--- src/rtl/fir_tap_sequencer.sv ---
// FIR tap sequencer: for each accepted sample, steps the coefficient address
// through every tap, issues MAC commands and rotates across interleaved channels.
package fir_filter_pkg;
  localparam logic [1:0] MAC_NOP  = 2'd0;
  localparam logic [1:0] MAC_CLR  = 2'd1;
  localparam logic [1:0] MAC_LOAD = 2'd2;
  localparam logic [1:0] MAC_ACC  = 2'd3;
endpackage

module fir_tap_sequencer
  import fir_filter_pkg::*;
#(
  parameter int NTAPS     = 8,
  parameter int NCHANNELS = 2,
  localparam int FADDRBITS = $clog2(NTAPS),
  localparam int CHBITS    = (NCHANNELS > 1) ? $clog2(NCHANNELS) : 1
) (
  input  logic                 clk,
  input  logic                 rst_n,
  input  logic                 filter_en_in,
  input  logic                 sample_strobe_in,
  output logic                 sample_ready_out,
  output logic                 clr_out,
  output logic                 dwe_out,
  output logic [FADDRBITS-1:0] faddr_out,
  output logic [CHBITS-1:0]    ch_out,
  output logic [1:0]           mctrl_out,
  output logic                 oload_out,
  output logic                 busy_out,
  output logic                 overrun_out
);

  typedef enum logic [2:0] {
    ST_STOPPED = 3'd0,
    ST_IDLE    = 3'd1,
    ST_READ    = 3'd2,
    ST_TAP     = 3'd3,
    ST_DONE    = 3'd4
  } state_t;

  localparam logic [FADDRBITS-1:0] LAST_TAP = FADDRBITS'(NTAPS - 1);
  localparam logic [CHBITS-1:0]    LAST_CH  = CHBITS'(NCHANNELS - 1);

  state_t               state;
  logic [FADDRBITS-1:0] tap_cnt;

  // Outputs are registered alongside the next state, so each one reflects
  // the state the machine is entering rather than the one it is leaving.
  always_ff @(posedge clk or negedge rst_n) begin
    if (!rst_n) begin
      state            <= ST_STOPPED;
      tap_cnt          <= '0;
      ch_out           <= '0;
      overrun_out      <= 1'b0;
      sample_ready_out <= 1'b0;
      clr_out          <= 1'b1;
      dwe_out          <= 1'b0;
      faddr_out        <= '0;
      mctrl_out        <= MAC_CLR;
      oload_out        <= 1'b0;
      busy_out         <= 1'b0;
    end else begin
      sample_ready_out <= 1'b0;
      clr_out          <= 1'b0;
      dwe_out          <= 1'b0;
      faddr_out        <= '0;
      mctrl_out        <= MAC_NOP;
      oload_out        <= 1'b0;
      busy_out         <= 1'b0;

      if (!filter_en_in) begin
        state       <= ST_STOPPED;
        tap_cnt     <= '0;
        ch_out      <= '0;
        overrun_out <= 1'b0;
        clr_out     <= 1'b1;
        mctrl_out   <= MAC_CLR;
      end else begin
        case (state)
          ST_STOPPED: begin
            state            <= ST_IDLE;
            sample_ready_out <= 1'b1;
          end
          ST_IDLE: begin
            if (sample_strobe_in) begin
              state    <= ST_READ;
              tap_cnt  <= '0;
              dwe_out  <= 1'b1;
              busy_out <= 1'b1;
            end else begin
              sample_ready_out <= 1'b1;
            end
          end
          ST_READ: begin
            state     <= ST_TAP;
            tap_cnt   <= '0;
            faddr_out <= '0;
            mctrl_out <= MAC_LOAD;
            busy_out  <= 1'b1;
            if (sample_strobe_in) overrun_out <= 1'b1;
          end
          ST_TAP: begin
            busy_out <= 1'b1;
            if (sample_strobe_in) overrun_out <= 1'b1;
            if (tap_cnt == LAST_TAP) begin
              state     <= ST_DONE;
              oload_out <= 1'b1;
            end else begin
              tap_cnt   <= tap_cnt + 1'b1;
              faddr_out <= tap_cnt + 1'b1;
              mctrl_out <= MAC_ACC;
            end
          end
          ST_DONE: begin
            state            <= ST_IDLE;
            sample_ready_out <= 1'b1;
            ch_out           <= (ch_out == LAST_CH) ? '0 : ch_out + 1'b1;
            if (sample_strobe_in) overrun_out <= 1'b1;
          end
          default: begin
            // Corrupted encoding: recover through the same path as a disable.
            state       <= ST_STOPPED;
            tap_cnt     <= '0;
            ch_out      <= '0;
            overrun_out <= 1'b0;
            clr_out     <= 1'b1;
            mctrl_out   <= MAC_CLR;
          end
        endcase
      end
    end
  end

endmodule
--- config.mk ---
export PLATFORM = sky130hd
export DESIGN_NAME = fir_tap_sequencer
export DESIGN_NICKNAME = d
export VERILOG_FILES = /design/src/rtl/fir_tap_sequencer.sv
export SDC_FILE = /design/constraint.sdc
export NUM_CORES = 1
export LEC_CHECK = 0
export BUFFER_PORTS_ARGS = -buffer_cell sky130_fd_sc_hd__buf_4
export CORE_MARGIN = 1
export CORE_UTILIZATION = 30
export CTS_BUF_LIST = sky130_fd_sc_hd__clkbuf_8
export DETAILED_ROUTE_END_ITERATION = 16
export SLEW_MARGIN = 20
export SYNTH_ARGS = -nofsm -noshare
export SYNTH_HDL_FRONTEND = slang
export SYNTH_SLANG_ARGS = --single-unit
--- constraint.sdc ---
create_clock -name clk -period 2 [get_ports clk]
set_clock_uncertainty 0.15 [all_clocks]
set_input_delay 0.2 -clock clk [delete_from_list [all_inputs] [get_ports clk]]
set_output_delay 0.2 -clock clk [all_outputs]
set_load 0.05 [all_outputs]
==> flow_summary_export.csv <==
group,metric,value,unit
status,outcome,"completed",
setup_path,start_kind,"register",
timing,rsz0062_at_grt,"no",
layout,fillCellCount,214,
timing,fmax,0.610,GHz
yosys,seq_area_frac_synth,64.4,%
layout,final_cells,102,
yosys,synth_top_area_share,56.9,%
timing,final_max_slew_viol_count,0,
layout,multi_input_area,243,sq um
worst_hold_path,holdCritStartpoint,"filter_en_in",
floorplanning,core,2210,sq um
layout,final_nets,82,
clock_tree,cts_sinks,18,
route,via_count,478,
clock_tree,clkTransAtPathRegs,0.06,ns
global_routing,grt_pass1_vias,480,
setup_path,cp_data_required_time,1.98,ns
floorplanning,fp.dieW,50.4,um
pwr,seqPwrFrac,50.4,%
timing,finalSetupTns,0,ns
clock_tree,htree_levels,1,
yosys,syn-cell-area,703,sq um
clock_tree,clk_latency,0.25,ns
setup_path,startpoint,"tap_cnt[0]$_DFFE_PN0P_",
layout,layout-drive-gt1-share,36.5,%
floorplanning,core.rowCount,17,
timing,hold_violations,0,
route,dr.pass1.iters,4,
yosys,syn-mean-instance-area,13.0,sq um
setup_path,cp_data_arrival_time,1.62,ns
yosys,ys_ff_latch,18,
yosys,syn_inst,54,
yosys,synth_cell_type_count,23,
floorplanning,initial_core_util,31.8,%
pwr,clkPwrFrac,36.7,%
route,wl_per_cell,11.4,um
worst_hold_path,hold_class,"input port to register",
layout,antenna_cells,0,
pwr,leakage,0.000462,uW
global_routing,antenna_found_initial,0,
clock_tree,root_buffer,"clkbuf_8",
floorplanning,die_h,50.4,um
placed_design,gp_congestion,0.775,
route,wl,1160,um
route,drc,0,
yosys,synth_area_leader_cell,"dfrtp_1",
timing,post-route-period-util,81.9,%
run,maxCapViolations,0,
pwr,p_per_area,853,nW/um^2
global_routing,grt_util_all_layers,11.0,%
placed_design,placed_cells,97,
clock_tree,cts_setup_buffers,0,
global_routing,grt_overflow_total,0,
timing,setup_viol,0,
pwr,p_switching,191,uW
route,via_per_inst,4.69,
clock_tree,cts_tree,"yes",
pwr,power.internal,590,uW
timing,period_needed,1.64,ns
placed_design,pre_cts_ws,0.384,ns
layout,post-route-util,41.4,%
yosys,yosysWarnings,0,
setup_path,worst-path-max-fanout,3,
yosys,synth_fp_nets,61,
layout,mostFrequentLayoutCells,"16 x dfrtp_1, 15 x buf_4, 4 x nand2_1, 4 x clkbuf_8",
yosys,ys_top_cells_by_area,"dfrtp_1 57%, dfstp_2 7.5%, ha_1 5.3%",
floorplanning,io_pins,16,
setup_path,reg2reg_from,"tap_cnt[0]$_DFFE_PN0P_",
pwr,p_sw_share,24.5,%
clock_tree,clockBufferDepth,2,
route,ant_nets,0,
timing,fin_ws,0.362,ns
timing,tightest_slew,0.210,ns
global_routing,grt_pass1_wl,2010,um
setup_path,worstSetupPathType,"register to register",
layout,final_common_cell,"dfrtp_1",
layout,areaGrowthSynthToFinish,30.2,%
floorplanning,dieArea,2540,sq um
pwr,p_comb_share,12.9,%
layout,seqCellArea,453,sq um
route,drt_iter0_markers,9,
pwr,ir_worst_vdd,501,uV
placed_design,io_buffers,15,
timing,max-slew-margin-rel,85.8,%
placed_design,dp_hpwl,881,um
clock_tree,cts_inserted_buffers,3,
global_routing,grt_max_degree,19,
setup_path,endpoint_kind,"register",
[stage by stage]
| stage | area (sq um) | hold slack [ns] | power [uW] |
|---|---|---|---|
| 6_report | 916 | 0.0137 | 781 |
| 5_1_grt | 916 | 0.0331 | 819 |
| 4_1_cts | 916 | 0.0121 | 795 |
| 3_5_place_dp | 851 | -0.0707 | 501 |
| 3_3_place_gp | 851 | -0.0729 | 500 |
| 2_1_floorplan | 703 | -0.246 | 463 |
[power groups by stage]
stage	Sequential [uW]	Combinational, uW	Clock, uW
4_1_cts	394	102	300
2_1_floorplan	438	25.4	0
6_report	394	101	286
5_1_grt	396	109	313
3_3_place_gp	400	99.9	0
3_5_place_dp	400	100	0
[final cells by class]
cell class	count	area share, %
Clock buffer	4	6.01
Inverter	2	0.820
Multi-Input combinational cell	34	26.5
Sequential cell	18	49.5
Tap cell	28	3.83
Timing Repair Buffer	16	13.4
[final timing paths]
path	to	slack, ns	cells after the start
max	tap_cnt[0]$_DFFE_PN0P_	0.36	4
min	mctrl_out[0]$_DFF_PN1_	0.01	2
max reg2reg	tap_cnt[0]$_DFFE_PN0P_	0.36	4
min reg2reg	faddr_out[0]$_DFF_PN0_	0.35	1
max in group asynchronous	mctrl_out[0]$_DFF_PN1_	1.25	2
min in group asynchronous	busy_out$_DFF_PN0_	0.20	2
[repair_timing]
action	in CTS	in global routing
hold buffers	1	0
endpoints found under the hold margin	18	0
resized for setup	0	0
[kinds of logic (layout without fill, tap and decap cells)]
logic type                 Yosys count  after routing  share of synthesized area [%]
and+or+nand+nor                     19             19                           16.4
DFF                                 18             18                           64.4
AOI/OAI and AO/OA                   10             10                           9.43
adders and majority gates            3              3                           5.34
buffers and inverters                2             22                           1.07
xor gates and xnor gates             1              1                           1.25
muxes                                1              1                           2.13
[metal layers]
layer,vias to the layer above,track usage (%),wire (um),part of all wire (%)
li1,228,-,-,-
met1,236,11.9,502,43
met2,10,18.2,583,50
met3,4,4.55,52,4.5
met4,0,5.56,25,2.1
met5,-,0,0,0
[cell usage after synthesis]
cell	count
nor2_1	3
xnor2_1	1
nand2_1	4
a21oi_1	3
and2_2	3
or2_1	1
nor3_1	1
and4b_4	1
ha_1	3
nand4b_1	1
mux2_4	1
o211ai_1	1
a22o_1	2
dfstp_2	2
nand2b_1	1
dfrtp_1	16
o21ai_0	2
nand3_1	1
and3_1	1
nor3b_1	2
inv_1	2
o21ai_1	1
a32o_2	1
[registers in the layout, summed over array words and instances (netlist names)]
name,cells
oload_out,1
overrun_out,1
state,3
mctrl_out,2
ch_out,1
tap_cnt,3
sample_ready_out,1
clr_out,1
dwe_out,1
busy_out,1
faddr_out,3
[worst max-delay path: stages, from the launching register on]
cell	delay [ns]
dfrtp_1	0.41
ha_1	0.24
ha_1	0.21
a32o_2	0.26
mux2_4	0.26
(Power assumes the default switching activity.)
